--- src/rtl/decoder2to4_pulse.sv ---
// rtl/decoder2to4_pulse.sv - decodes {valid, idx} into a stretched one-hot pulse with drop counting
module decoder2to4_pulse #(
  parameter int HOLD_CYCLES = 4,
  parameter int CNT_W       = 8
) (
  input  logic             clk,
  input  logic             rst,
  input  logic             code_stb,
  input  logic [2:0]       code_in,
  output logic [3:0]       out,
  output logic             busy,
  output logic [1:0]       last_idx,
  output logic [CNT_W-1:0] drop_cnt
);

  typedef enum logic {
    IDLE = 1'b0,
    HOLD = 1'b1
  } state_t;

  // Counter reload leaves the accept cycle plus HOLD_CYCLES-1 further cycles high.
  localparam logic [7:0] HOLD_INIT = 8'(HOLD_CYCLES - 1);
  localparam logic [CNT_W-1:0] CNT_MAX = {CNT_W{1'b1}};

  state_t           state;
  state_t           state_nxt;
  logic [7:0]       hold_cnt;
  logic [7:0]       hold_cnt_nxt;
  logic [3:0]       out_nxt;
  logic             busy_nxt;
  logic [1:0]       last_idx_nxt;
  logic [CNT_W-1:0] drop_cnt_nxt;
  logic             valid_stb;

  // A null code (valid bit clear) never accepts and never counts as a drop.
  assign valid_stb = code_stb & code_in[2];

  // State and all outputs are registered; reset aborts any pulse at once.
  always_ff @(posedge clk or posedge rst) begin
    if (rst) begin
      state    <= IDLE;
      hold_cnt <= 8'd0;
      out      <= 4'b0000;
      busy     <= 1'b0;
      last_idx <= 2'b00;
      drop_cnt <= '0;
    end else begin
      state    <= state_nxt;
      hold_cnt <= hold_cnt_nxt;
      out      <= out_nxt;
      busy     <= busy_nxt;
      last_idx <= last_idx_nxt;
      drop_cnt <= drop_cnt_nxt;
    end
  end

  // Next-state logic: accept in IDLE, count down in HOLD, drop valid codes while holding.
  always_comb begin
    state_nxt    = state;
    hold_cnt_nxt = hold_cnt;
    out_nxt      = out;
    busy_nxt     = busy;
    last_idx_nxt = last_idx;
    drop_cnt_nxt = drop_cnt;

    case (state)
      IDLE: begin
        if (valid_stb) begin
          last_idx_nxt = code_in[1:0];
          out_nxt      = 4'b0001 << code_in[1:0];
          busy_nxt     = 1'b1;
          hold_cnt_nxt = HOLD_INIT;
          state_nxt    = HOLD;
        end
      end
      HOLD: begin
        // The final hold cycle still rejects, which guarantees an idle gap between pulses.
        if (valid_stb && (drop_cnt != CNT_MAX)) begin
          drop_cnt_nxt = drop_cnt + CNT_W'(1);
        end
        if (hold_cnt == 8'd0) begin
          out_nxt   = 4'b0000;
          busy_nxt  = 1'b0;
          state_nxt = IDLE;
        end else begin
          hold_cnt_nxt = hold_cnt - 8'd1;
        end
      end
      default: begin
        state_nxt = IDLE;
      end
    endcase
  end

endmodule

--- config.mk ---
export PLATFORM = sky130hd
export DESIGN_NAME = decoder2to4_pulse
export DESIGN_NICKNAME = d
export VERILOG_FILES = /design/src/rtl/decoder2to4_pulse.sv
export SDC_FILE = /design/constraint.sdc
export NUM_CORES = 1
export LEC_CHECK = 0
export ABC_AREA = 1
export CORE_ASPECT_RATIO = 0.6
export CORE_MARGIN = 5
export CORE_UTILIZATION = 27
export DETAILED_ROUTE_END_ITERATION = 7
export HOLD_SLACK_MARGIN = 0.05
export REMOVE_ABC_BUFFERS = 1
export SYNTH_ARGS = -nofsm -noshare
export SYNTH_HDL_FRONTEND = slang
export SYNTH_SLANG_ARGS = --single-unit
--- constraint.sdc ---
create_clock -name clk -period 2.5 [get_ports clk]
set_input_delay 0.375 -clock clk [delete_from_list [all_inputs] [get_ports clk]]
set_output_delay 0.375 -clock clk [all_outputs]
set_load 0.005 [all_outputs]
* Word-level counts from Yosys, hierarchy flattened
Cells that the tools add are included.
** Word-level totals
- Bits in registers :: 24
- Bits of input ports :: 6
- Output and inout bits :: 15
- Word-level logic and storage cells :: 33
** Cells by class
- Add/sub/neg operators :: 2
- Equal/unequal tests :: 4
- Shifts and indexed selects :: 1
- Mux-type cells :: 12
- Bitwise operators :: 2
- Reduce and logical (&&, ||, !) cells :: 6
** Operator list (number)
- $mux W8 :: 2
- $pmux W8 S2 :: 1
- $add A8 B1 Y8 const B :: 1
- $logic_not A8 Y1 :: 1
- $mux W4 :: 2
- $ne A8 B8 Y1 const B :: 1
- $pmux W4 S2 :: 1
- $reduce_and A2 Y1 :: 4
- $sub A8 B1 Y8 const B :: 1
- $mux W1 :: 4
- $ne A2 B2 Y1 const B :: 2
- $pmux W1 S2 :: 2
- $shl A1 B2 Y4 const A :: 1
- $ne A2 B1 Y1 const B :: 1
- $and A1 B1 Y1 :: 1
- $logic_and A1 B1 Y1 :: 1
- $not A1 Y1 :: 1

* Logic depth before layout (Yosys ltp)
Gate-level depths: netlist of the first run.
- Word-level depth :: 3
- Mapped depth :: 9
- Gate-level depth less buffers :: 9

* Least setup slack after synthesis of the first run
Ideal clock, no wire load.
- Kind :: flip-flop to flip-flop
- Start :: register hold_cnt[0]
- End :: register hold_cnt[0]
- Data arrival time :: 1.234 ns
- Required time :: 2.383 ns
- Path slack :: 1.149 ns
- Stages on the path, launching flop included :: 10
- Clock period less this slack :: 1.351 ns
- Cells stage by stage :: dfrtp_1 -> inv_1 -> ha_1 -> inv_1 -> nor2_2 -> nand2_4 -> nand2_4 -> nand2_4 -> nor2_1 -> nor2_1
** Between the ends
- Cells in the longest elaborated chain, start to end :: 3
- Elaborated cells on any way between the ends :: 6
- Those cells by class :: 1 x add/sub; 1 x eq/ne; 2 x mux; 2 x reduce/logical
** Ends and longest elaborated chain
- start, declared :: line 27 : logic [7:0] hold_cnt;
- start signal, assigned :: line 49 : hold_cnt <= hold_cnt_nxt;
- $sub A8 B1 Y8 / $logic_not A8 Y1 (equally long branches) :: line 86, 81
- $mux W8 / $ne A2 B2 Y1 (equally long branches)
- $pmux W8 S2 / $reduce_and A2 Y1 (equally long branches)
Parallel ways exist; a longest one is shown, timed or not. The select of a mux whose other input is x is not followed.
A chain may end at the register's enable or synchronous reset.

* Worst setup path after layout of the first run
- Start :: register drop_cnt[2]
- End :: output port drop_cnt[2]
** RTL lines
- start, declared :: line 13 : output logic [CNT_W-1:0] drop_cnt
- start signal, assigned :: line 53 : drop_cnt <= drop_cnt_nxt;
No word-level cell between the ends.

==> results.md, run 1 <==
- Post-layout util: 0.351
- Port Buffer Count: 20
- Worst-case reg-to-reg path depth: 9
- Wirelength, routed: 2620 µm
- Clock Power Share: 0.198
- Largest net degree at the start of global routing: 25
- Via count: 1011
- DP Area: 1550 µm²
- Crit path cell chain: clkdlybuf4s50_1
- Nets@finish: 191
- Int Power: 1.09 mW
- First-pass GRT wire length: 4630 µm
- Slowest cell on the critical path: clkdlybuf4s50_1
- Post-CTS setup buffers: 0
- Lkg Pwr: 0.775 nW
- Unique masters post-synth: 22
- Die footprint: 6320 µm²
- Cell Area, Synth: 1290 µm²
- Most frequent cells in the layout: 49 x nand2_1, 24 x dfrtp_1, 20 x clkdlybuf4s50_1, 19 x inv_1, 17 x nor2_1
- NetSw: 636 µW
- Worst skew pair latency: 270 ps
- Layout Cells excl Fill: 245
- Place WS: 854 ps
- R2R Path End: hold_cnt[0]
- Critical Path End Type: output pin
- HPWL Detailed: 1960 µm
- Vias in the first global route: 979
- Switching Fraction: 0.369
- Fmax: 611 MHz
- Total GRT Usage: 0.0888
- Syn Inst Count: 160
- 1st-iter DRT viols: 81
- Die Ht: 63.6 µm
- Setup slack after layout: 863 ps
- # DRC: 0
- Post-route ant nets: 0
- Max H-tree Level: 1
- Synth Area in Simple Gates: 0.317
- Clock Pin Slew Worst Setup and Hold Paths: 80 ps
- Placed insts: 241
- Status: finished clean
- # IOs: 21
- CORE AREA: 4610 µm²
- Mux contribution to synthesized area: 0
- Worst Hold Class: in -> async
- Vias/cell: 4.13
- Crit path kind: reg -> out
- CP delay by family, top: buffers and inverters
- Worst Setup SP: drop_cnt[2]
- Power Dens Cells: 1070 nW/µm²
- XOR/XNOR Fraction of Synth Area: 0.0542
- Grt total ovfl: 0
- Area fraction in compound gates after synthesis: 0.0561
- Hold-fix buffers, CTS: 0
- Post-Route Skew: 2.13 ps
- Synth Area per Inst: 8.09 µm²
- Yosys reg bits: 24
- RSZ-0062 raised after global routing: no
- Critical register-to-register path startpoint: hold_cnt[0]
- PostCTS Resize Cnt: 0
- Placer congestion estimate: 0.767
- Site row count: 19
- Worst path max stage delay: 540 ps
- Design area: 1620 µm²
- Sequential area share after synthesis: 0.464
- Adder-Cell Fraction of Synth Area: 0.0193
- Combinational family with the most area after synthesis: simple AND/OR/NAND/NOR gates
- Die X: 99.4 µm
- # fillers: 501
- Drt first pass iters: 4
- Fin crit share: 0.655
- Initial antenna violation count: 0
- Max cap viols: 0
- Bufs and invs on worst path: 1
- Sink Count: 24
- Final Max Slew Viols: 0
- Final hold viol count: 0
- Synthesis Warnings: 0
- Avg WL per Cell: 10.7 µm
- Flop pwr share: 0.399
- Leading cell type in the layout, fill and taps excluded: nand2_1
- Slew headroom: 0.721
- Reg area: 601 µm²
- CTS tree: yes
- Fin crit period: 1640 ps
- CP Launch Type: flop
- Critical Path RT: 2120 ps
- Maximum clock insertion buffer count: 2
- Worst slew pin tran: 419 ps
- Combinational power share: 0.404
- Reg2reg setup slack: 970 ps
- Peak supply drop: 398 µV
- CTS Root Cell: clkbuf_8
- Initial Util: 0.281
- Diode count: 0
- Worst EP arrival: 1260 ps
- Share of layout cells above drive strength 1: 0.0934
- Final Setup Violations: 0
- Area of the multi-input gates: 578 µm²
- Cts bufs inserted: 3
- Critical path fanouts, max: 5
- Post-route setup TNS: 0 ps
- Synth-to-Final Area Change: 25.0%
==> final cells by class <==
cell class,count,area share
clock inverters,1,0.0186
repair buffers,21,0.128
well taps,63,0.0487
clock buffers,3,0.0255
flip-flops and latches,24,0.371
inverters,21,0.0503
multi-input cells,112,0.357
==> cell families after synthesis <==
kind of cell / count (synthesis)
AND/OR/NAND/NOR: 91
buffers and inverters: 24
flip-flops: 24
AO/OA/AOI/OAI: 11
XOR/XNOR: 8
adder cells (fa/ha/maj): 2
==> registers in the layout, summed over array words and instances, names as in the netlist <==
signal,count
busy,1
hold_cnt,8
drop_cnt,8
last_idx,2
state,1
out,4
==> Yosys cell counts <==
cell type / n / share of area
buf_6: 3 / 0.026
dfrtp_1: 24 / 0.46
ha_1: 2 / 0.019
inv_1: 19 / 0.055
inv_2: 1 / 0.0029
inv_4: 1 / 0.0048
nand2_1: 49 / 0.14
nand2_2: 1 / 0.0048
nand2_4: 3 / 0.026
nand3_1: 14 / 0.054
nand4_1: 4 / 0.019
nor2_1: 17 / 0.049
nor2_2: 1 / 0.0048
nor2_4: 1 / 0.0087
nor3_2: 1 / 0.0077
o21ai_0: 6 / 0.023
o21ai_1: 1 / 0.0039
o21ai_2: 2 / 0.014
o31ai_1: 1 / 0.0058
o31ai_2: 1 / 0.0097
xnor2_1: 5 / 0.034
xor2_1: 3 / 0.020
==> routing by layer <==
layer  vias to the layer above  track usage  share of wire
met4                         0       0.0204              0
met3                         0       0.0198          0.021
met5                         -            0              0
li1                        544            -              -
met1                       450        0.138           0.58
met2                        17        0.122           0.40
==> worst max path at each step <==
stage / end / depth (start not counted)
5_1_grt: out[3] / 7
4_1_cts: drop_cnt[2] / 1
2_1_floorplan: hold_cnt[0] / 9
6_report: drop_cnt[2] / 1
3_5_place_dp: drop_cnt[7] / 7
3_3_place_gp: drop_cnt[7] / 7
==> per-stage QoR <==
stage	hold slack, ps	total power [mW]
after detailed placement	466	1.40
after CTS	450	1.74
after global placement	459	1.39
final	440	1.72
after global routing	499	1.88
after floorplan	390	1.11
==> power groups by stage <==
stage	combinational (mW)	sequential [mW]	clock (mW)
2_1_floorplan	0.444	0.669	0
3_3_place_gp	0.698	0.692	0
3_5_place_dp	0.705	0.692	0
4_1_cts	0.707	0.688	0.350
5_1_grt	0.796	0.715	0.370
6_report	0.696	0.687	0.341
(Power assumes the default switching activity.)
==> inputs of run 2 (changes only) <==
Clock period 2.5 ns to 1.4 ns, I/O delays scaled along.
==> results.md, run 2 (synthesis results as in run 1) <==
- # IOs: 21 (unchanged)
- CTS tree: yes (unchanged)
- Die footprint: 6320 µm² (unchanged)
- Area of the multi-input gates: 631 µm² (was 578 µm²)
- Sink Count: 24 (unchanged)
- Slew headroom: 0.763 (was 0.721)
- Final Setup Violations: 0 (unchanged)
- Via count: 1105 (was 1011)
- Crit path cell chain: clkdlybuf4s50_1 (unchanged)
- Setup slack after layout: 47.8 ps (was 863 ps)
- Post-Route Skew: 6.97 ps (was 2.13 ps)
- Fmax: 740 MHz
- Initial Util: 0.281 (unchanged)
- Power Dens Cells: 1860 nW/µm² (was 1070 nW/µm²)
- Placed insts: 250 (was 241)
- Total GRT Usage: 0.0938 (was 0.0888)
- Max H-tree Level: 1 (unchanged)
- Largest registers: drop_cnt x8, hold_cnt x8, out x4 (unchanged)
- Cts bufs inserted: 3 (unchanged)
- First-pass GRT wire length: 4880 µm (was 4630 µm)
- Synth-to-Final Area Change: 38.0% (was 25.0%)
- Peak supply drop: 854 µV (was 398 µV)
- CP delay by family, top: buffers and inverters (unchanged)
- 1st-iter DRT viols: 52 (was 81)
- # fillers: 495 (was 501)
- Slowest cell on the critical path: clkdlybuf4s50_1 (unchanged)
- Die X: 99.4 µm (unchanged)
- Leading cell type in the layout, fill and taps excluded: nand2_1 (unchanged)
- Lkg Pwr: 0.902 nW (was 0.775 nW)
- Avg WL per Cell: 10.9 µm (was 10.7 µm)
- Worst path max stage delay: 510 ps (was 540 ps)
- Vias/cell: 4.23 (was 4.13)
- Maximum clock insertion buffer count: 2 (unchanged)
- Vias in the first global route: 1042 (was 979)
- # DRC: 0 (unchanged)
- Drt first pass iters: 4 (unchanged)
- Placer congestion estimate: 0.770 (was 0.767)
- CP Launch Type: flop (unchanged)
- Worst skew pair latency: 270 ps (about the same)
- Critical path fanouts, max: 2 (was 5)
- Final hold viol count: 0 (unchanged)
- Nets@finish: 207 (was 191)
- Initial antenna violation count: 0 (unchanged)
- Reg area: 602 µm² (was 601 µm²)
- Status: finished clean (unchanged)
- Post-layout util: 0.387 (was 0.351)
- Fin crit period: 1350 ps
- Max cap viols: 0 (unchanged)
- Bufs and invs on worst path: 1 (unchanged)
- Place WS: -63.3 ps (was 854 ps)
- Crit path kind: reg -> out (unchanged)
- CORE AREA: 4610 µm² (unchanged)
- Share of layout cells above drive strength 1: 0.222 (was 0.0934)
- Worst EP arrival: 1140 ps (was 1260 ps)
- Largest net degree at the start of global routing: 25 (unchanged)
- Final Max Slew Viols: 0 (unchanged)
- Site row count: 19 (unchanged)
- Diode count: 0 (unchanged)
- Worst slew pin tran: 355 ps (was 419 ps)
- Critical Path End Type: output pin (unchanged)
- Fin crit share: 0.966
- Layout Cells excl Fill: 261 (was 245)
- CTS Root Cell: clkbuf_8 (unchanged)
- Wirelength, routed: 2860 µm (was 2620 µm)
- Grt total ovfl: 0 (unchanged)
- Worst Hold Class: in -> async (unchanged)
- Worst Hold Margin: 266 ps (was 440 ps)
- Critical Path RT: 1190 ps (was 2120 ps)
- Post-route ant nets: 0 (unchanged)
- Most frequent cells in the layout: 48 x nand2_1, 23 x dfrtp_1, 16 x inv_1, 16 x buf_4, 15 x nor2_1 (was 49 x nand2_1, 24 x dfrtp_1, 20 x clkdlybuf4s50_1, 19 x inv_1, 17 x nor2_1)
- Die Ht: 63.6 µm (unchanged)
- RSZ-0062 raised after global routing: no (unchanged)
- HPWL Detailed: 2100 µm (was 1960 µm)
- Port Buffer Count: 20 (unchanged)
- Clock Pin Slew Worst Setup and Hold Paths: 90 ps (was 80 ps)
[run 2: worst reg2reg max path, stage by stage (launching register included)]
cell and delay (ps):
dfrtp_1 410, inv_2 60, ha_2 180, inv_2 50, nor2_4 110, nand2_4 100
nand2_8 110, nand2_4 70, nand2_1 70, nand2_1 40
[run 2: report_power, final]
part / switching, mW / internal, mW
sequential: 0.202 / 0.957
clock: 0.235 / 0.383
combinational: 0.806 / 0.740
[run 2: final cells by class]
cell class              instances  share of cell area
well taps                      63              0.0441
inverters                      21              0.0470
repair buffers                 36               0.179
clock inverters                 1              0.0168
clock buffers                   3              0.0231
flip-flops and latches         24               0.337
multi-input cells             113               0.353
[run 2: per-stage QoR]
stage | area [µm²] | power, mW | TNS, ps
after detailed placement | 1610 | 2.64 | -312
after CTS | 1730 | 3.30 | 0
final | 1790 | 3.32 | 0
after global routing | 1790 | 3.62 | 0
after global placement | 1610 | 2.63 | -167
after floorplan | 1260 | 1.99 | 0
[run 2: repair_timing]
action | 4_1_cts | 5_1_grt
resized for setup | 10 | 13
endpoints found under the setup margin | 12 | 15
hold buffers | 0 | 0
cloned | 0 | 1
buffers inserted | 5 | 1
pin swaps | 0 | 4
endpoints found under the hold margin | 0 | 0
[run 2: routing by layer]
layer	track usage	routed length, µm	vias up
met2	0.138	1180	14
met5	0	0	-
met3	0.0198	69	5
met4	0.0256	31	0
met1	0.138	1580	501
li1	-	-	585
[run 2: final timing paths]
check                             from          end  slack, ps  cells after the start
max in group asynchronous          rst  drop_cnt[2]        870                      3
max                             out[3]       out[3]         50                      1
max reg2reg                hold_cnt[0]  hold_cnt[5]         90                      9
min reg2reg                       busy         busy        480                      2
min in group clk                  busy         busy        480                      2
min                                rst  last_idx[1]        270                      3
==> inputs of run 3 (changes only) <==
Settings changed: ABC_CLOCK_PERIOD_IN_PS set to 1400.
==> results of run 3 <==
No change in the layout: final DEF, timing and power equal those of run 2.
